==> src/rtl/rx_phase_sync.sv <==
// rx_phase_sync: symbol-timing acquisition for the RX matched filter.
// Accumulates |rx_in| per sampling phase over 2^WIN_LOG2 symbols, then
// picks the phase with the largest energy and drives it to the filter.
module rx_phase_sync #(
   parameter int unsigned UPSAMPLE   = 4,
   parameter int unsigned DATA_NBITS = 8,
   parameter int unsigned WIN_LOG2   = 10,
   localparam int unsigned PH_W      = $clog2(UPSAMPLE),
   localparam int unsigned ACC_NBITS = DATA_NBITS + WIN_LOG2
) (
   input  logic                         clk,
   input  logic                         rst,
   input  logic                         enable,
   input  logic                         start,
   input  logic signed [DATA_NBITS-1:0] rx_in,
   output logic [PH_W-1:0]              phase_out,
   output logic [ACC_NBITS-1:0]         energy_max,
   output logic                         busy,
   output logic                         locked,
   output logic                         done
);

   localparam logic [PH_W-1:0] PH_LAST = PH_W'(UPSAMPLE - 1);

   typedef enum logic [1:0] {
      IDLE   = 2'd0,
      ALIGN  = 2'd1,
      ACCUM  = 2'd2,
      SELECT = 2'd3
   } state_t;

   state_t                  state;
   state_t                  state_nxt;

   logic [PH_W-1:0]         cnt;
   logic [ACC_NBITS-1:0]    acc [UPSAMPLE];
   logic [WIN_LOG2-1:0]     sym_cnt;
   logic [PH_W-1:0]         sel_j;
   logic [PH_W-1:0]         best;
   logic [ACC_NBITS-1:0]    best_val;

   logic [DATA_NBITS-1:0]   mag_c;
   logic                    clr_c;
   logic                    acc_en_c;
   logic                    sel_init_c;
   logic                    sel_done_c;
   logic                    sel_gt_c;

   // Magnitude of the signed sample; the most negative value maps to 2^(N-1).
   always_comb begin
      mag_c = $unsigned(rx_in);
      if (rx_in[DATA_NBITS-1]) begin
         mag_c = $unsigned(-rx_in);
      end
   end

   // Candidate comparison for the current SELECT step (strict: ties keep lower index).
   always_comb begin
      sel_gt_c = (acc[sel_j] > best_val);
   end

   // State register.
   always_ff @(posedge clk or negedge rst) begin
      if (!rst) begin
         state <= IDLE;
      end else begin
         state <= state_nxt;
      end
   end

   // Next-state logic and datapath strobes.
   always_comb begin
      state_nxt  = state;
      clr_c      = 1'b0;
      acc_en_c   = 1'b0;
      sel_init_c = 1'b0;
      sel_done_c = 1'b0;
      case (state)
         IDLE: begin
            if (start) begin
               clr_c     = 1'b1;
               state_nxt = ALIGN;
            end
         end
         ALIGN: begin
            if (enable && (cnt == PH_LAST)) begin
               state_nxt = ACCUM;
            end
         end
         ACCUM: begin
            if (enable) begin
               acc_en_c = 1'b1;
               if ((cnt == PH_LAST) && (sym_cnt == '1)) begin
                  sel_init_c = 1'b1;
                  state_nxt  = SELECT;
               end
            end
         end
         SELECT: begin
            if (sel_j == PH_LAST) begin
               sel_done_c = 1'b1;
               state_nxt  = IDLE;
            end
         end
         default: begin
            state_nxt = IDLE;
         end
      endcase
   end

   // Free-running phase counter, kept in step with the filter's own counter.
   always_ff @(posedge clk or negedge rst) begin
      if (!rst) begin
         cnt <= '0;
      end else if (enable) begin
         cnt <= cnt + PH_W'(1);
      end
   end

   // Per-phase energy accumulators and window symbol counter.
   always_ff @(posedge clk or negedge rst) begin
      if (!rst) begin
         for (int i = 0; i < int'(UPSAMPLE); i++) begin
            acc[i] <= '0;
         end
         sym_cnt <= '0;
      end else if (clr_c) begin
         for (int i = 0; i < int'(UPSAMPLE); i++) begin
            acc[i] <= '0;
         end
         sym_cnt <= '0;
      end else if (acc_en_c) begin
         acc[cnt] <= acc[cnt] + ACC_NBITS'(mag_c);
         if (cnt == PH_LAST) begin
            sym_cnt <= sym_cnt + WIN_LOG2'(1);
         end
      end
   end

   // Sequential max search, one accumulator per clock.
   always_ff @(posedge clk or negedge rst) begin
      if (!rst) begin
         sel_j    <= '0;
         best     <= '0;
         best_val <= '0;
      end else if (sel_init_c) begin
         sel_j    <= PH_W'(1);
         best     <= '0;
         best_val <= acc[0];
      end else if (state == SELECT) begin
         if (sel_gt_c) begin
            best     <= sel_j;
            best_val <= acc[sel_j];
         end
         sel_j <= sel_j + PH_W'(1);
      end
   end

   // Registered outputs; results hold until the next completed acquisition.
   always_ff @(posedge clk or negedge rst) begin
      if (!rst) begin
         phase_out  <= '0;
         energy_max <= '0;
         busy       <= 1'b0;
         locked     <= 1'b0;
         done       <= 1'b0;
      end else begin
         busy <= (state_nxt != IDLE);
         done <= sel_done_c;
         if (sel_done_c) begin
            phase_out  <= sel_gt_c ? sel_j : best;
            energy_max <= sel_gt_c ? acc[sel_j] : best_val;
            locked     <= 1'b1;
         end
      end
   end

endmodule
==> config.mk <==
export PLATFORM = sky130hd
export DESIGN_NAME = rx_phase_sync
export DESIGN_NICKNAME = d
export VERILOG_FILES = /design/src/rtl/rx_phase_sync.sv
export SDC_FILE = /design/constraint.sdc
export NUM_CORES = 1
export LEC_CHECK = 0
export BUFFER_PORTS_ARGS = -buffer_cell sky130_fd_sc_hd__buf_2
export CORE_AREA = 2 2 127 129
export DETAILED_ROUTE_END_ITERATION = 8
export DIE_AREA = 0 0 129 131
export PLACE_DENSITY = 0.65
export SYNTH_ARGS = -nofsm -noshare
export SYNTH_HDL_FRONTEND = slang
export SYNTH_SLANG_ARGS = --single-unit
==> constraint.sdc <==
create_clock -name clk -period 3.4 [get_ports clk]
set_input_delay 0.51 -clock clk [delete_from_list [all_inputs] [get_ports clk]]
set_output_delay 0.51 -clock clk [all_outputs]
set_load 0.02 [all_outputs]
==> impl_metrics.py, run 1 <==
metrics = {
    "run_status": {
        "status": "complete, no violations",
    },
    "setup_path": {
        "worstPathCellList": "buf_12 > mux4_2 > ha_1 > nand4_1 > nor3_1 > and4_1 > nor2_1 > o31ai_4 > buf_4 > a221o_1",
        "critPathArrivalTime_ns": 3.65,
        "critPathLaunchType": "flip-flop",
        "critPathTopFamily": "simple AND/OR/NAND/NOR gates",
        "critical_path_buf_inv_count": 2,
        "cp_slowest_cell": "mux4_2",
        "endpoint_kind": "flip-flop",
        "crit_required_ns": 3.76,
        "max_stage_delay_ns": 0.55,
        "path_class": "reg2reg",
        "critical_path.max_fanout": 19,
    },
    "timing": {
        "maxSlewHeadroom_pct": 37.8,
        "timing.fmax_ghz": 0.305,
        "timing.final.crit_period_ns": 3.28,
        "period_share_pct": 96.5,
        "setup_ws_ns": 0.118,
        "finalHoldViolCount": 0,
        "worst_pin_slew_ns": 0.930,
        "grt_setup_unrepaired": "no",
        "drv_slew": 0,
        "hold-worst-slack_ns": 0.103,
        "finClkSkew_ns": 0.00717,
        "tns_ns": 0,
        "setup_viol": 0,
    },
    "global_route": {
        "grt_pass1_vias": 5732,
        "grt_max_degree": 84,
        "grt_pass1_wl_mm": 29.6,
        "grt-ovfl-total": 0,
        "grt_usage_pct": 22.9,
        "grt_antenna_before_repair": 0,
    },
    "drt": {
        "drt-wirelength-per-cell_um": 18.6,
        "drt_iter0_markers": 583,
        "num_vias": 5860,
        "drc": 0,
        "wl_mm": 18.1,
        "firstDrtPassIters": 5,
        "postRouteAntennaNets": 0,
        "vias_per_cell": 6.02,
    },
    "logic_synthesis": {
        "yosysMostFrequentCell": "dfrtp_1",
        "synthSimpleGateAreaFrac_pct": 16.7,
        "synth_top_family_by_area": "simple AND/OR/NAND/NOR gates",
        "synthTopCellsByArea": "dfrtp_1, mux4_2, nand3_1",
        "yosysTopAreaCell": "dfrtp_1",
        "syn_area_um2": 7460,
        "yosys_warnings": 0,
        "synth_xor_area_share_pct": 3.15,
        "synth-edff-count": 0,
        "synthArstFlopShare_pct": 100,
        "synthDistinctLibCells": 49,
        "avgSynthCellArea_um2": 10.4,
        "ys_top_cells_by_count": "dfrtp_1, nand3_1, o21ai_1, nand2_1, o21ai_0",
        "synth_compound_area_share_pct": 14.7,
        "synth-adder-area-share_pct": 5.81,
        "synth_nets": 765,
        "synthMuxAreaShare_pct": 10.9,
        "synth-seq-cells": 131,
        "synth_flop_cell": "dfrtp_1",
        "synth-seq-area-share_pct": 44.0,
        "synthCells": 719,
        "yosysTopAreaCellShare_pct": 44.0,
    },
    "run": {
        "maxCapViolCount": 0,
    },
    "clock_network": {
        "cts_buffers": 17,
        "clkLatencyLatePin_ns": 0.43,
        "clk_path_buf_depth": 2,
        "cts_htree_levels": 4,
        "cts-hold-fix-buffers": 0,
        "tritoncts": "yes",
        "cts_sinks": 131,
        "clkTransAtPathRegs_ns": 0.06,
        "clock-root-buffer": "clkbuf_16",
    },
    "floorplanning": {
        "start_util_pct": 47.8,
        "coreArea_um2": 15600,
        "fp.dieArea_um2": 16900,
        "die_x_um": 129,
        "die_y_um": 131,
        "rows": 46,
        "num_io_pins": 35,
    },
    "placement": {
        "hpwl_mm": 12.6,
        "gp_congestion": 0.900,
        "portBuffers": 34,
        "post-place-ws_ns": 0.137,
    },
    "pwr": {
        "total_power_w": 0.00798,
        "p_leak_nw": 3.72,
        "ir_worst_vdd_uv": 1050,
        "p_per_area_nw_per_um2": 936,
    },
    "hold_path": {
        "hold_class": "in2async",
    },
    "final_layout": {
        "nets": 790,
        "antenna_cells": 0,
        "area_growth_pct": 14.4,
        "drive_gt1_share_pct": 18.2,
    },
}
-- worst register-to-register path, stage by stage (launching register included) --
cell	delay [ns]
dfrtp_1	0.40
buf_12	0.17
mux4_2	0.56
ha_1	0.36
nand4_1	0.12
nor3_1	0.35
and4_1	0.40
nor2_1	0.11
o31ai_4	0.27
buf_4	0.29
a221o_1	0.19
-- worst paths after layout --
check                                      from                   endpoint  slack, ns  depth (start not counted)
max in group asynchronous                   rst        acc[60]$_DFFE_PN0P_       2.43                          2
setup reg to reg           sel_j[0]$_DFFE_PN0P_    best_val[5]$_DFFE_PN0P_       0.12                         10
min in group clk                         enable         cnt[1]$_DFFE_PN0P_       0.36                          2
hold reg to reg              locked$_DFFE_PN0P_         locked$_DFFE_PN0P_       0.46                          1
hold / removal                              rst  energy_max[4]$_DFFE_PN0P_       0.10                          1
setup / recovery           sel_j[0]$_DFFE_PN0P_    best_val[5]$_DFFE_PN0P_       0.12                         10
-- stage by stage --
step / instance area [um^2] / utilization [%] / std cells
2_1_floorplan: 7460 / - / 719
6_report: 8530 / 54.7 / 973
4_1_cts: 8510 / 54.6 / 973
3_5_place_dp: 7880 / 50.5 / 941
3_3_place_gp: 7880 / 50.5 / 941
5_1_grt: 8530 / 54.7 / 973
-- cell families (layout without fill, tap and decap cells) --
family / count (synthesis) / in the layout
multiplexers: 36 / 36
AO/OA/AOI/OAI: 166 / 166
XOR/XNOR: 26 / 26
buffers and inverters: 84 / 122
flip-flops: 131 / 131
adder cells (fa/ha/maj): 34 / 34
AND/OR/NAND/NOR: 242 / 242
-- registers in the layout, indices dropped and copies added (netlist names) --
signal / cells
locked: 1
phase_out: 2
state: 2
best_val: 18
acc: 72
best: 2
sel_j: 2
done: 1
cnt: 2
sym_cnt: 10
energy_max: 18
busy: 1
-- layout by cell type (no fill, tap or decap), types with 11 or more instances in the layout --
cell	instances
nand3_1	98
dfrtp_1	131
a21oi_1	11
buf_4	20
xor2_1	17
nand2_1	43
mux4_2	36
nand4_1	27
o21ai_0	44
o21ai_1	46
ha_1	33
o211ai_1	20
clkbuf_16	17
buf_2	33
nor2_1	25
and2_1	20
inv_1	32
a221o_1	18
-- final cells by class --
class                           count  area [um^2]
Fill cell                        1301         7070
Multi-Input combinational cell    504         3840
Sequential cell                   131         3280
Clock buffer                       19          453
Timing Repair Buffer               57          387
Tap cell                          216          270
Clock inverter                     13          183
Inverter                           33          124
-- repair_timing --
action / 4_1_cts / 5_1_grt
buffers inserted: 0 / 0
setup endpoints to repair: 0 / 19
resized for setup: 0 / 3
-- report_power, final --
group / internal, W / total [W] / switching, W
logic: 0.00132 / 0.00393 / 0.00260
clock network: 0.00126 / 0.00196 / 0.000698
registers: 0.00185 / 0.00210 / 0.000247
-- layer usage --
layer	part of all wire, %	wire (um)	global-route usage (%)
met1	46	8400	31.4
met2	47	8460	35.9
met3	5.3	961	5.99
met4	1.5	280	7.48
met5	0	0	0
Power figures use the tool's default switching activity.
==> inputs of run 2 (changes only) <==
--- a/config.mk
+++ b/config.mk
@@ -10,6 +10,7 @@
 export DETAILED_ROUTE_END_ITERATION = 8
 export DIE_AREA = 0 0 129 131
 export PLACE_DENSITY = 0.65
+export REMOVE_ABC_BUFFERS = 1
 export SYNTH_ARGS = -nofsm -noshare
 export SYNTH_HDL_FRONTEND = slang
 export SYNTH_SLANG_ARGS = --single-unit
==> run 2 against run 1 <==
Net effect: clock-buffer cell count up 7; via count down 0.51%; critical path depth is the same; sequential power about the same; sequential share of layout area rose by 0.29 points; cell count did not move; wire length is 0.78% lower; clock power shrank 13%; first-iteration DRC count shrank 13%; hold slack got worse by 0.018 ns; largest power group unchanged.
==> impl_metrics.py, run 2 (synthesized netlist as in run 1, its figures left out) <==
metrics = {
    "run_status": {
        "status": "complete, no violations",
    },
    "setup_path": {
        "critical_path.max_fanout": 23,
        "crit_required_ns": 3.70,
        "rr_worst_depth": 10,
        "endpoint_kind": "flip-flop",
        "critPathLaunchType": "flip-flop",
        "path_class": "reg2reg",
        "critPathArrivalTime_ns": 3.52,
    },
    "floorplanning": {
        "fp.dieArea_um2": 16900,
        "start_util_pct": 47.8,
        "die_y_um": 131,
        "num_io_pins": 35,
        "coreArea_um2": 15600,
        "die_x_um": 129,
        "rows": 46,
    },
    "timing": {
        "timing.final.crit_period_ns": 3.22,
        "grt_setup_unrepaired": "no",
        "worst_pin_slew_ns": 0.622,
        "finalHoldViolCount": 0,
        "period_share_pct": 94.7,
        "setup_viol": 0,
        "timing.fmax_ghz": 0.311,
        "finClkSkew_ns": 0.00664,
        "maxSlewHeadroom_pct": 58.0,
        "drv_slew": 0,
        "setup_ws_ns": 0.181,
    },
    "placement": {
        "hpwl_mm": 12.2,
        "post-place-ws_ns": 0.105,
        "gp_congestion": 0.901,
        "portBuffers": 34,
        "place_area_um2": 7920,
    },
    "final_layout": {
        "drive_gt1_share_pct": 17.6,
        "largest_reg_flops": 72,
        "stdcell_area_um2": 8470,
        "ff_latch_area_um2": 3280,
        "antenna_cells": 0,
        "final_cell_mix": "dfrtp_1, nand3_1, o21ai_1",
        "finish.utilization_pct": 54.3,
        "top_regs": "acc: 72 flops, best_val: 18 flops, energy_max: 18 flops",
        "nets": 791,
        "multiInputGateArea_um2": 3830,
        "area_growth_pct": 13.6,
        "fillers": 1337,
        "top_register": "acc",
        "final_common_cell": "dfrtp_1",
    },
    "run": {
        "maxCapViolCount": 0,
    },
    "drt": {
        "drt_iter0_markers": 506,
        "postRouteAntennaNets": 0,
        "firstDrtPassIters": 7,
        "drc": 0,
        "wl_mm": 18.0,
        "drt-wirelength-per-cell_um": 18.5,
        "vias_per_cell": 5.99,
        "num_vias": 5830,
    },
    "clock_network": {
        "cts_htree_levels": 4,
        "postCtsSetupRepairBufs": 0,
        "clk_path_buf_depth": 2,
        "cts_sinks": 131,
        "cts_buffers": 17,
        "clock-root-buffer": "clkbuf_16",
        "tritoncts": "yes",
        "clkTransAtPathRegs_ns": 0.05,
        "clkLatencyLatePin_ns": 0.42,
    },
    "global_route": {
        "grt_max_degree": 70,
        "grt_antenna_before_repair": 0,
        "grt_pass1_vias": 5652,
        "grt-ovfl-total": 0,
        "grt_pass1_wl_mm": 29.6,
        "grt_usage_pct": 22.9,
    },
    "pwr": {
        "p_leak_nw": 3.71,
        "ir_worst_vdd_uv": 1050,
        "p_per_area_nw_per_um2": 918,
    },
    "hold_path": {
        "hold_class": "in2async",
    },
}
==> run 2: cell types whose count changed in the layout (fill, tap and decap cells not counted), sizes merged <==
cell      previous run  this run
bufinv               4         1
buf                 57        58
clkbuf              19        26
clkinvlp             4         0
clkinv               6         5
==> run 2: power by group <==
part           leakage (nW)  internal (W)  switching (W)  total, W
clock                 0.274       0.00107       0.000634   0.00171
combinational          1.64       0.00135        0.00262   0.00397
sequential             1.79       0.00185       0.000249   0.00210
==> run 2: worst paths after layout <==
kind	slack, ns	startpoint	to
min in group clk	0.36	enable	cnt[0]$_DFFE_PN0P_
worst min-delay path	0.09	rst	acc[18]$_DFFE_PN0P_
worst min register to register	0.47	energy_max[8]$_DFFE_PN0P_	energy_max[8]$_DFFE_PN0P_
worst max-delay path	0.18	sel_j[0]$_DFFE_PN0P_	best_val[14]$_DFFE_PN0P_
max in group asynchronous	2.51	rst	best_val[12]$_DFFE_PN0P_
worst max register to register	0.18	sel_j[0]$_DFFE_PN0P_	best_val[14]$_DFFE_PN0P_
==> run 2: repair_timing <==
item,CTS,global route
hold buffers,0,0
gates resized for setup,0,2
endpoints found under the setup margin,0,27
hold endpoints to repair,0,0
==> run 2: critical path, cell delays in order, from the launching register on <==
cell and delay (ns):
dfrtp_1 0.37, buf_12 0.23, mux4_2 0.57, ha_1 0.34, a41oi_2 0.20, o21ai_1 0.14
a2111oi_4 0.42, o21a_2 0.21, buf_4 0.26, nor3_1 0.09, a221o_1 0.26
==> run 2: through the flow <==
stage | total power [W] | hold WS, ns | instances | setup TNS [ns]
floorplan | 0.00462 | 0.214 | 668 | -13.82
finish | 0.00777 | 0.0859 | 973 | 0
CTS | 0.00777 | 0.101 | 973 | 0
global placement | 0.00597 | 0.452 | 942 | 0
detailed placement | 0.00603 | 0.455 | 942 | 0
global route | 0.00825 | 0.123 | 973 | 0
==> run 2: cell type report <==
cell class,count,share of cell area [%]
clock buffers,26,5.89
clock inverters,5,0.591
inverters,33,1.46
multi-input cells,504,45.2
flip-flops and latches,131,38.7
well taps,216,3.19
repair buffers,58,4.95
==> run 2: per-layer routing <==
metal | global-route usage (%) | vias to the layer above | part of all wire, %
li1 | - | 2730 | -
met1 | 31.0 | 2886 | 45
met2 | 36.0 | 184 | 47
met3 | 6.07 | 30 | 6.1
met4 | 7.86 | 0 | 1.9
met5 | 0 | - | 0
==> inputs of run 3 (changes only) <==
--- a/config.mk
+++ b/config.mk
@@ -6,10 +6,12 @@
 export NUM_CORES = 1
 export LEC_CHECK = 0
 export BUFFER_PORTS_ARGS = -buffer_cell sky130_fd_sc_hd__buf_2
+export CELL_PAD_IN_SITES_DETAIL_PLACEMENT = 1
+export CELL_PAD_IN_SITES_GLOBAL_PLACEMENT = 1
 export CORE_AREA = 2 2 127 129
 export DETAILED_ROUTE_END_ITERATION = 8
 export DIE_AREA = 0 0 129 131
-export PLACE_DENSITY = 0.65
+export PLACE_DENSITY = 0.78
 export REMOVE_ABC_BUFFERS = 1
 export SYNTH_ARGS = -nofsm -noshare
 export SYNTH_HDL_FRONTEND = slang
==> run 3 against run 2 <==
Net effect: global-route usage up 5.1 points; non-clock buffer count down 1; wire length up 23%; sequential share of layout area about the same; largest cell class unchanged.
==> impl_metrics.py, run 3 (synthesized netlist as in run 1, its figures left out) <==
metrics = {
    "floorplanning": {
        "die_y_um": 131,
        "die_x_um": 129,
        "rows": 46,
        "fp.dieArea_um2": 16900,
        "num_io_pins": 35,
        "coreArea_um2": 15600,
        "start_util_pct": 47.8,
    },
    "pwr": {
        "pwr-share-seq_pct": 26.2,
        "ir_worst_vdd_uv": 1080,
        "intPower_w": 0.00429,
        "total_power_w": 0.00809,
        "p_sw_w": 0.00380,
        "p_clk_share_pct": 21.6,
        "p_per_area_nw_per_um2": 955,
        "swShare_pct": 46.9,
        "combPwrFrac_pct": 52.2,
        "p_leak_nw": 3.70,
    },
    "setup_path": {
        "rr_worst_depth": 10,
        "crit_required_ns": 3.70,
        "critPathTopFamily": "compound AO/OA/AOI/OAI gates",
        "r2r_slack_ns": 0.15,
        "cp_slowest_cell": "mux4_2",
        "worstReg2RegEnd": "best_val[9]$_DFFE_PN0P_",
        "worstPathCellList": "buf_12 > mux4_2 > ha_1 > a41oi_2 > o21ai_1 > a2111oi_4 > o21a_2 > nor3_4 > buf_12 > a221o_1",
        "critical_path_buf_inv_count": 2,
        "crit-reg2reg-launch": "sel_j[0]$_DFFE_PN0P_",
        "critPathArrivalTime_ns": 3.54,
        "startpoint": "sel_j[0]$_DFFE_PN0P_",
        "critical_path.max_fanout": 19,
        "critPathLaunchType": "flip-flop",
        "max_stage_delay_ns": 0.56,
        "endpoint_kind": "flip-flop",
        "critPathMostFrequentCell": "buf_12",
        "path_class": "reg2reg",
    },
    "placement": {
        "gp_congestion": 0.892,
        "placed_cells": 941,
        "hpwl_mm": 14.5,
        "portBuffers": 34,
    },
    "global_route": {
        "met1_usage_pct": 36.7,
        "grt-ovfl-total": 0,
        "grt_max_degree": 75,
        "grt_pass1_wl_mm": 36.1,
        "grt_antenna_before_repair": 0,
        "grt_usage_pct": 28.0,
        "grt_pass1_vias": 6545,
        "grt_use_met2_pct": 46.7,
        "grt_use_met3_pct": 5.17,
        "grt_busiest_layer": "met2",
    },
    "run_status": {
        "status": "complete, no violations",
    },
    "final_layout": {
        "top_register": "acc",
        "final_cells": 973,
        "final_cell_mix": "dfrtp_1, nand3_1, o21ai_1",
        "area_growth_pct": 13.6,
        "top_regs": "acc: 72 flops, best_val: 18 flops, energy_max: 18 flops",
        "final_common_cell": "dfrtp_1",
        "antenna_cells": 0,
        "nets": 790,
        "largest_reg_flops": 72,
        "drive_gt1_share_pct": 17.8,
    },
    "timing": {
        "grt_setup_unrepaired": "no",
        "timing.fmax_ghz": 0.308,
        "finClkSkew_ns": 0.0103,
        "finalHoldViolCount": 0,
        "drv_slew": 0,
        "maxSlewHeadroom_pct": 45.7,
        "worst_pin_slew_ns": 0.815,
        "period_share_pct": 95.5,
        "timing.final.crit_period_ns": 3.25,
        "setup_viol": 0,
    },
    "drt": {
        "wl_mm": 22.0,
        "drc": 0,
        "firstDrtPassIters": 5,
        "vias_per_cell": 6.36,
        "num_vias": 6190,
        "drt-wirelength-per-cell_um": 22.6,
        "postRouteAntennaNets": 0,
        "drt_iter0_markers": 567,
    },
    "clock_network": {
        "cts_sinks": 131,
        "clock-root-buffer": "clkbuf_16",
        "cts_buffers": 17,
        "cts_htree_levels": 4,
        "clk_path_buf_depth": 2,
        "clkTransAtPathRegs_ns": 0.06,
        "cts-hold-fix-buffers": 0,
        "clkLatencyLatePin_ns": 0.43,
        "tritoncts": "yes",
    },
    "run": {
        "maxCapViolCount": 0,
    },
    "hold_path": {
        "hold_class": "in2async",
    },
}
-- run 3: cell count changes in the layout (fill, tap and decap cells not counted) --
| cell | change |
|---|---|
| clkbuf_8 | -1 |
| and4_1 | -1 |
| and4_2 | +1 |
| dfrtp_1 | +1 |
| dfrtp_2 | -1 |
| buf_4 | -1 |
| clkbuf_1 | -2 |
| clkinvlp_4 | +4 |
-- run 3: worst max-delay path by stage --
stage               depth (start not counted)                       end  slack [ns]
global placement                           10   best_val[7]$_DFFE_PN0P_        0.12
floorplan                                   8  best_val[14]$_DFFE_PN0P_       -0.56
global route                               10       acc[46]$_DFFE_PN0P_     0.00002
detailed placement                         10   best_val[0]$_DFFE_PN0P_        0.05
CTS                                        10   best_val[9]$_DFFE_PN0P_        0.03
finish                                     10   best_val[9]$_DFFE_PN0P_        0.15
-- run 3: power groups by stage --
stage / Combinational (W) / Clock [W] / Sequential [W]
floorplan: 0.00235 / 0 / 0.00227
global placement: 0.00392 / 0 / 0.00210
detailed placement: 0.00407 / 0 / 0.00213
CTS: 0.00414 / 0.00176 / 0.00211
global route: 0.00452 / 0.00183 / 0.00216
finish: 0.00422 / 0.00175 / 0.00212
-- run 3: per-layer routing --
metal,wire (um),up-vias
met1,9490,3201
met4,578,0
met5,0,-
li1,-,2732
met2,10800,212
met3,1190,45
-- run 3: cell type report --
class / instances / area (um^2)
clock buffer: 23 / 478
clock inverter: 9 / 80.1
fill: 1687 / 7130
inverter: 33 / 124
multi-input combinational: 504 / 3830
sequential: 131 / 3280
tap: 216 / 270
timing repair buffer: 57 / 412
-- run 3: worst register-to-register path, stage by stage, from the launching register on --
cell       delay (ns)
dfrtp_1          0.39
buf_12           0.22
mux4_2           0.57
ha_1             0.36
a41oi_2          0.23
o21ai_1          0.13
a2111oi_4        0.41
o21a_2           0.23
nor3_4           0.05
buf_12           0.17
a221o_1          0.36
-- run 3: what timing repair did --
item,in CTS,in global routing
endpoints found under the setup margin,0,26
resized for setup,0,3
setup buffers,0,0
-- run 3: stage by stage --
step           instance area (um^2)  setup WS [ns]  hold slack [ns]  TNS (ns)  utilization (%)
2_1_floorplan                  7220         -0.558            0.214    -13.82                -
3_3_place_gp                   7900          0.124            0.446         0             50.7
3_5_place_dp                   7900         0.0457            0.465         0             50.7
4_1_cts                        8460         0.0296            0.196         0             54.3
5_1_grt                        8470      0.0000198            0.220         0             54.3
6_report                       8470          0.154            0.178         0             54.3
